<file path="src/rtl/cpu_fetch_if.sv">
// Fetch-stage bundle: Wishbone classic read master, instruction FIFO write port,
// and the redirect/PC handshake with the FIFO.
`timescale 1ns/1ps
interface cpu_fetch_if;
  logic [31:0] wb_adr_o;
  logic        wb_cyc_o;
  logic        wb_stb_o;
  logic [3:0]  wb_sel_o;
  logic [31:0] wb_dat_i;
  logic        wb_ack_i;
  logic        wb_err_i;
  logic        ififo_full_i;
  logic        ififo_wen_o;
  logic [31:0] ififo_data_o;
  logic        branch_p_i;
  logic [31:0] branch_target_i;
  logic        newPC_p_o;
  logic [31:0] PC_o;
  logic        fetch_fault_o;

  modport master (
    output wb_adr_o, wb_cyc_o, wb_stb_o, wb_sel_o,
    input  wb_dat_i, wb_ack_i, wb_err_i,
    input  ififo_full_i,
    output ififo_wen_o, ififo_data_o,
    input  branch_p_i, branch_target_i,
    output newPC_p_o, PC_o, fetch_fault_o
  );

  modport slave (
    input  wb_adr_o, wb_cyc_o, wb_stb_o, wb_sel_o,
    output wb_dat_i, wb_ack_i, wb_err_i,
    output ififo_full_i,
    input  ififo_wen_o, ififo_data_o,
    output branch_p_i, branch_target_i,
    input  newPC_p_o, PC_o, fetch_fault_o
  );
endinterface

</file>
<file path="src/rtl/cpu_fetch.sv">
// Instruction fetch: single Wishbone reads into the instruction FIFO with halfword realignment.
// Optional bus-error handling is enabled by defining CPU_FETCH_ERR_EN.
`timescale 1ns/1ps
module cpu_fetch #(
  parameter logic [31:0] BOOT_ADDRESS = 32'h0000_1000
) (
  input logic         clk_i,
  input logic         rst_i,
  cpu_fetch_if.master bus
);

  typedef enum logic [1:0] {
    ST_SEED  = 2'd0,
    ST_IDLE  = 2'd1,
    ST_REQ   = 2'd2,
    ST_PRIME = 2'd3
  } state_t;

  localparam logic [31:0] BOOT_WORD = {BOOT_ADDRESS[31:2], 2'b00};

  state_t      state_r, state_nxt_s;
  logic        cyc_r, cyc_nxt_s;
  logic [31:0] adr_r, adr_nxt_s;
  logic [31:0] fetch_adr_r, fetch_adr_nxt_s;
  logic        realign_r, realign_nxt_s;
  logic [15:0] held_lo_r, held_lo_nxt_s;
  logic        held_vld_r, held_vld_nxt_s;
  logic        wen_r, wen_nxt_s;
  logic [31:0] data_r, data_nxt_s;
  logic        newpc_r, newpc_nxt_s;
  logic [31:0] pc_r, pc_nxt_s;
  logic        fault_r, fault_nxt_s;
  logic        err_s;

`ifdef CPU_FETCH_ERR_EN
  assign err_s = bus.wb_err_i;
`else
  // Bus errors are not observed; the fault flag can never set.
  assign err_s = 1'b0;
`endif

  // State register.
  always_ff @(posedge clk_i or negedge rst_i) begin
    if (!rst_i) begin
      state_r <= ST_SEED;
    end else begin
      state_r <= state_nxt_s;
    end
  end

  // Next-state and next-output logic; a redirect overrides everything else.
  always_comb begin
    state_nxt_s     = state_r;
    cyc_nxt_s       = cyc_r;
    adr_nxt_s       = adr_r;
    fetch_adr_nxt_s = fetch_adr_r;
    realign_nxt_s   = realign_r;
    held_lo_nxt_s   = held_lo_r;
    held_vld_nxt_s  = held_vld_r;
    wen_nxt_s       = 1'b0;
    data_nxt_s      = data_r;
    newpc_nxt_s     = 1'b0;
    pc_nxt_s        = pc_r;
    fault_nxt_s     = fault_r;

    if (bus.branch_p_i) begin
      state_nxt_s     = ST_IDLE;
      cyc_nxt_s       = 1'b0;
      newpc_nxt_s     = 1'b1;
      pc_nxt_s        = bus.branch_target_i;
      fetch_adr_nxt_s = {bus.branch_target_i[31:2], 2'b00};
      realign_nxt_s   = bus.branch_target_i[1];
      held_vld_nxt_s  = 1'b0;
      fault_nxt_s     = 1'b0;
    end else begin
      case (state_r)
        ST_SEED: begin
          state_nxt_s     = ST_IDLE;
          newpc_nxt_s     = 1'b1;
          pc_nxt_s        = BOOT_ADDRESS;
          fetch_adr_nxt_s = BOOT_WORD;
          realign_nxt_s   = BOOT_ADDRESS[1];
          held_vld_nxt_s  = 1'b0;
        end
        ST_IDLE: begin
          // Waiting one cycle after a write keeps a full FIFO from being overrun.
          if (!bus.ififo_full_i && !wen_r && !fault_r) begin
            state_nxt_s = ST_REQ;
            cyc_nxt_s   = 1'b1;
            adr_nxt_s   = fetch_adr_r;
          end else begin
            state_nxt_s = ST_IDLE;
          end
        end
        ST_REQ: begin
          if (err_s) begin
            state_nxt_s = ST_IDLE;
            cyc_nxt_s   = 1'b0;
            fault_nxt_s = 1'b1;
          end else if (bus.wb_ack_i) begin
            cyc_nxt_s       = 1'b0;
            fetch_adr_nxt_s = fetch_adr_r + 32'd4;
            if (!realign_r) begin
              state_nxt_s = ST_IDLE;
              data_nxt_s  = bus.wb_dat_i;
              wen_nxt_s   = 1'b1;
            end else if (!held_vld_r) begin
              state_nxt_s   = ST_PRIME;
              held_lo_nxt_s = bus.wb_dat_i[15:0];
            end else begin
              state_nxt_s   = ST_IDLE;
              data_nxt_s    = {held_lo_r, bus.wb_dat_i[31:16]};
              held_lo_nxt_s = bus.wb_dat_i[15:0];
              wen_nxt_s     = 1'b1;
            end
          end else begin
            state_nxt_s = ST_REQ;
          end
        end
        ST_PRIME: begin
          state_nxt_s    = ST_IDLE;
          held_vld_nxt_s = 1'b1;
        end
        default: begin
          state_nxt_s = ST_IDLE;
          cyc_nxt_s   = 1'b0;
        end
      endcase
    end
  end

  // Registered outputs and datapath state.
  always_ff @(posedge clk_i or negedge rst_i) begin
    if (!rst_i) begin
      cyc_r       <= 1'b0;
      adr_r       <= 32'h0000_0000;
      fetch_adr_r <= BOOT_WORD;
      realign_r   <= 1'b0;
      held_lo_r   <= 16'h0000;
      held_vld_r  <= 1'b0;
      wen_r       <= 1'b0;
      data_r      <= 32'h0000_0000;
      newpc_r     <= 1'b0;
      pc_r        <= BOOT_ADDRESS;
      fault_r     <= 1'b0;
    end else begin
      cyc_r       <= cyc_nxt_s;
      adr_r       <= adr_nxt_s;
      fetch_adr_r <= fetch_adr_nxt_s;
      realign_r   <= realign_nxt_s;
      held_lo_r   <= held_lo_nxt_s;
      held_vld_r  <= held_vld_nxt_s;
      wen_r       <= wen_nxt_s;
      data_r      <= data_nxt_s;
      newpc_r     <= newpc_nxt_s;
      pc_r        <= pc_nxt_s;
      fault_r     <= fault_nxt_s;
    end
  end

  assign bus.wb_adr_o      = adr_r;
  assign bus.wb_cyc_o      = cyc_r;
  assign bus.wb_stb_o      = cyc_r;
  assign bus.wb_sel_o      = 4'hF;
  assign bus.ififo_wen_o   = wen_r;
  assign bus.ififo_data_o  = data_r;
  assign bus.newPC_p_o     = newpc_r;
  assign bus.PC_o          = pc_r;
  assign bus.fetch_fault_o = fault_r;

endmodule
</file>
<file path="src/flat_wrapper.sv">
// flat-port wrapper written by rule: the top's interface ports become plain ports
module cpu_fetch_flat 
#(
  parameter logic [31:0] BOOT_ADDRESS = 32'h0000_1000
)
  (clk_i, rst_i, bus_wb_adr_o, bus_wb_cyc_o, bus_wb_stb_o, bus_wb_sel_o, bus_wb_dat_i, bus_wb_ack_i, bus_wb_err_i, bus_ififo_full_i, bus_ififo_wen_o, bus_ififo_data_o, bus_branch_p_i, bus_branch_target_i, bus_newPC_p_o, bus_PC_o, bus_fetch_fault_o);
  cpu_fetch_if bus_i ();
  input logic clk_i;
  input logic rst_i;
  output wire logic [$bits(bus_i.wb_adr_o)-1:0] bus_wb_adr_o;
  output wire logic [$bits(bus_i.wb_cyc_o)-1:0] bus_wb_cyc_o;
  output wire logic [$bits(bus_i.wb_stb_o)-1:0] bus_wb_stb_o;
  output wire logic [$bits(bus_i.wb_sel_o)-1:0] bus_wb_sel_o;
  input wire logic [$bits(bus_i.wb_dat_i)-1:0] bus_wb_dat_i;
  input wire logic [$bits(bus_i.wb_ack_i)-1:0] bus_wb_ack_i;
  input wire logic [$bits(bus_i.wb_err_i)-1:0] bus_wb_err_i;
  input wire logic [$bits(bus_i.ififo_full_i)-1:0] bus_ififo_full_i;
  output wire logic [$bits(bus_i.ififo_wen_o)-1:0] bus_ififo_wen_o;
  output wire logic [$bits(bus_i.ififo_data_o)-1:0] bus_ififo_data_o;
  input wire logic [$bits(bus_i.branch_p_i)-1:0] bus_branch_p_i;
  input wire logic [$bits(bus_i.branch_target_i)-1:0] bus_branch_target_i;
  output wire logic [$bits(bus_i.newPC_p_o)-1:0] bus_newPC_p_o;
  output wire logic [$bits(bus_i.PC_o)-1:0] bus_PC_o;
  output wire logic [$bits(bus_i.fetch_fault_o)-1:0] bus_fetch_fault_o;
  assign bus_wb_adr_o = bus_i.wb_adr_o;
  assign bus_wb_cyc_o = bus_i.wb_cyc_o;
  assign bus_wb_stb_o = bus_i.wb_stb_o;
  assign bus_wb_sel_o = bus_i.wb_sel_o;
  assign bus_i.wb_dat_i = bus_wb_dat_i;
  assign bus_i.wb_ack_i = bus_wb_ack_i;
  assign bus_i.wb_err_i = bus_wb_err_i;
  assign bus_i.ififo_full_i = bus_ififo_full_i;
  assign bus_ififo_wen_o = bus_i.ififo_wen_o;
  assign bus_ififo_data_o = bus_i.ififo_data_o;
  assign bus_i.branch_p_i = bus_branch_p_i;
  assign bus_i.branch_target_i = bus_branch_target_i;
  assign bus_newPC_p_o = bus_i.newPC_p_o;
  assign bus_PC_o = bus_i.PC_o;
  assign bus_fetch_fault_o = bus_i.fetch_fault_o;
  cpu_fetch #(.BOOT_ADDRESS(BOOT_ADDRESS)) u_core (.clk_i(clk_i), .rst_i(rst_i), .bus(bus_i));
endmodule
</file>
<file path="config.mk">
export PLATFORM = sky130hd
export DESIGN_NAME = cpu_fetch_flat
export DESIGN_NICKNAME = d
export VERILOG_FILES = /design/src/rtl/cpu_fetch_if.sv /design/src/rtl/cpu_fetch.sv /design/src/flat_wrapper.sv
export SDC_FILE = /design/constraint.sdc
export NUM_CORES = 1
export LEC_CHECK = 0
export ABC_AREA = 1
export BUFFER_PORTS_ARGS = -buffer_cell sky130_fd_sc_hd__buf_2
export CORE_UTILIZATION = 45
export DETAILED_ROUTE_END_ITERATION = 8
export PLACE_DENSITY = 0.7
export SLEW_MARGIN = 10
export SYNTH_ARGS = -nofsm -noshare
export SYNTH_HDL_FRONTEND = slang
export SYNTH_SLANG_ARGS = --single-unit
</file>
<file path="constraint.sdc">
create_clock -name clk_i -period 2.02 [get_ports clk_i]
set_input_delay 0.202 -clock clk_i [delete_from_list [all_inputs] [get_ports clk_i]]
set_output_delay 0.202 -clock clk_i [all_outputs]
set_load 0.05 [all_outputs]
</file>
# After elaboration in Yosys (flattened, before gate mapping)
# Index checks and enable logic that the tools add are counted.
# word_totals
regBits	151
input_bits	70
output_inout_bits	105
wordCells	61
# classes
add_sub_neg	1
eq_ne	6
muxes	28
bitwise	1
n_reduce_logical	14
# ops
op	n
two-way mux 32 bit	6
case mux 32 bit (2 select lines)	1
adder 32 x 3 -> 32 bit (second input constant)	1
two-way mux 1 bit	13
two-way mux 2 bit	5
nonzero test 3 bit	3
AND reduction 4 bit	2
case mux 2 bit (3 select lines)	1
AND reduction 3 bit	2
equality test 2 bit (second input constant)	2
case mux 1 bit (2 select lines)	2
!= test 3 x 2 -> 1 bit (second input constant)	1
!= test 3 bit (second input constant)	1
equality test 2 x 1 -> 1 bit (second input constant)	1
logical NOT 1 bit	2
logical NOT 2 bit	1
!= test 2 bit (second input constant)	1
AND reduction 2 bit	1
nonzero test 2 bit	1
OR reduction 2 bit	1
logical AND 1 bit	1
NOT 1 bit	1

# Logic depth before layout (Yosys ltp)
# depth
depth_word	5
mapped_depth	10
mapped_depth_nobuf	10

# Worst setup path before layout
# Ideal clock, no wire load.
# synth_path
kind	reg2reg
from	register u_core.state_r[0]
to	register u_core.fetch_adr_r[23]
t_arrival_ns	1.567
required_time_ns	1.898
setup_slack_ns	0.331
path_stages_with_launch	10
n_path_buf	1
cell_sequence	dfrtp_1 -> inv_1 -> ha_1 -> nand2_2 -> or2_4 -> o21ai_4 -> inv_4 -> buf_2 -> nor2_1 -> a21oi_1
# synth_via
elab_chain_len	3
word_cells_on_any_way	7
# synth_lines
element	line	rtl
start: declaration	cpu_fetch.sv:21	state_t state_r, state_nxt_s;
start signal: assignment	cpu_fetch.sv:47	state_r <= state_nxt_s;
equality test 2 bit or logical NOT 2 bit (tied branches)	cpu_fetch.sv:76	case (state_r)
case mux 32 bit (2 select lines), or another cell as far along	cpu_fetch.sv:76	
two-way mux 32 bit or AND reduction 2 bit (tied branches)	n/a	
end signal: assignment	cpu_fetch.sv:149	fetch_adr_r <= fetch_adr_nxt_s;
end: declaration	cpu_fetch.sv:24	logic [31:0] fetch_adr_r, fetch_adr_nxt_s;
# Several ways; a longest one is shown, not always the timed one.
# A chain may end at the register's enable or synchronous reset.

==> reports/metrics.cfg <==
[status]
status=complete, no violations

[synth]
avgSynthCellArea_sq_um=8.64
synthFlopType=dfrtp_1
syn_inst=780
synth.area.top_cells=dfrtp_1, nand2_1, nor2_1, o21ai_0, mux2_2
synth_top_area_share_pct=53.5
synth.most_common_cell=nand2_1
synth_area_sq_um=6740
synthDistinctLibCells=35
ys_seq_elements=146
synth_warnings=0
synth_top_area_cell=dfrtp_1
yosysSeqAreaShare_pct=54.2
synth_edf_count=0
synthTopCellsByCount=nand2_1, dfrtp_1, nor2_1, o21ai_0, inv_1
synthArstFlopShare_pct=100

[floorplan]
die_y_um=124
initial_core_util_pct=46.2
row_count=44
die_w_um=124
core_area_sq_um=14600
top_level_ports=175
die-area_sq_um=15500

[clock_network]
cts_max_path_buffers=2
numCtsBuffers=17
htree_levels=4
cts.clk_slew.worst_paths_ns=0.06
clock_latency_ns=0.42
cts_tree=built
post_cts_buffers=0
cts-root-buf=clkbuf_16
clock-sinks=146

[global_route]
grt_remaining_overflow=0
grt_pass1_wl_um=28200
grt_pass1_vias=5675
antenna_found_initial=0
grt_usage_pct=22.9
grt_max_degree=66

[detailed_routing]
dr.first_iter.drc_count=339
drt_wl_total_um=17000
drt-vias-per-instance=5.16
drcViolationCount=0
wl_per_cell_um=14.9
firstDrtPassIters=5
ant_nets=0
num_vias=5887

[placement]
dpl.hpwl_um=12100
post-place-cells=1105
io_buffers=166
gp_congestion=0.895

[setup_path]
start_kind=flip-flop
crit_required_ns=1.82
cp.arrival_ns=1.67
critical_path_class=flip-flop to output port
end_kind=output port
cp_max_fo=25
reg2reg_setup_slack_ns=0.16

[finish]
n_antenna_cell=0
final_cells=1140
drive_above_1_share_pct=26.4
seq_area_sq_um=3660
final_util_pct=57.3
fillCellCount=1340
area_delta_synth_final_pct=24.0
fin_nets=1019
multiInputGateArea_sq_um=2680

[sta]
max_freq_mhz=534
slew_viol_final=0
rsz0062_at_grt=yes
period_needed_ns=1.87
fin_tns_setup_ns=0
clock_skew_ns=0.0121
post-route-period-util_pct=92.7
whs_ns=0.0117
finalHoldViolCount=0
finalSetupViolCount=0

[power]
power_uw=12200
power.density_nw_per_um2=1460
leakagePower_uw=0.00419
ir_drop_mv=0.952

[flow_run]
drv_cap=0

[min_path]
min_path_type=input port to flip-flop

cell type report:
type	instances	area share, %
clock inverters	10	0.988
multi-input cells	543	32.1
inverters	51	2.35
well taps	184	2.75
clock buffers	22	5.79
repair buffers	184	12.3
flip-flops and latches	146	43.7
path summary, 6_finish.rpt:
check	endpoint	from	cells past startpoint
max	bus_PC_o[1]	u_core.realign_r	2
min in group asynchronous	u_core.fetch_adr_r[5]	rst_i	2
max reg2reg	u_core.fetch_adr_r[31]	u_core.state_r[0]	8
max in group asynchronous	u_core.bus.PC_o[12]	rst_i	3
min	u_core.bus.PC_o[15]	bus_branch_target_i[15]	3
min reg2reg	u_core.bus.PC_o[15]	u_core.bus.PC_o[15]	2
cells in the final DEF (no fill, tap or decap), drive strengths merged, types with 21 or more instances in the layout:
cell type  count
mux2          21
a31oi         37
nand3         31
dfrtp        144
nor2          99
nand2        214
clkbuf        22
o21ai         57
buf          181
a21oi         35
inv           51
cells by family after synthesis:
kind of cell / synth area share [%]
adder cells (fa/ha/maj): 1.11
other: 0.111
buffers and inverters: 6.52
AO/OA/AOI/OAI: 13.8
AND/OR/NAND/NOR: 20.7
flip-flops: 54.2
multiplexers: 3.51
state kept, by name, summed over array words and instances, names as in the netlist:
signal                   flops
u_core.bus.ififo_data_o     32
u_core.bus.PC_o             31
u_core.bus.wb_adr_o         30
u_core.fetch_adr_r          30
u_core.held_lo_r            16
u_core.state_r               2
u_core.bus.ififo_wen_o       1
u_core.bus.newPC_p_o         1
u_core.bus.wb_cyc_o          1
u_core.held_vld_r            1
u_core.realign_r             1
worst max-delay path, cell delays in order (launching register included):
cell,delay (ns)
dfrtp_1,0.59
buf_4,0.35
buf_2,0.32
what timing repair did:
item                                   in CTS  in global routing
setup endpoints to repair                   0                  6
endpoints found under the hold margin     120                  0
hold buffers                                3                  0
resized for setup                           0                  4
layer usage:
| layer | vias up | GRT usage [%] | wire length, um |
|---|---|---|---|
| met4 | 0 | 9.28 | 398 |
| li1 | 2878 | - | - |
| met5 | - | 0 | 0 |
| met1 | 2774 | 30.1 | 7590 |
| met2 | 209 | 35.7 | 7930 |
| met3 | 26 | 6.23 | 1110 |
power by group:
group	leakage [uW]	switching (uW)	total [uW]	internal, uW
clock network	0.000277	1180	2980	1810
registers	0.00184	570	4380	3820
logic	0.00208	3680	4840	1160
total	0.00419	5420	12200	6790
through the flow:
stage          setup slack (ns)  instance area (sq um)
5_1_grt                 -0.0227                   8360
4_1_cts                   0.103                   8350
3_5_place_dp              0.136                   7750
3_3_place_gp              0.180                   7750
2_1_floorplan             0.331                   6760
6_report                  0.147                   8360
Note: power is estimated with default switching activity, not from simulation.
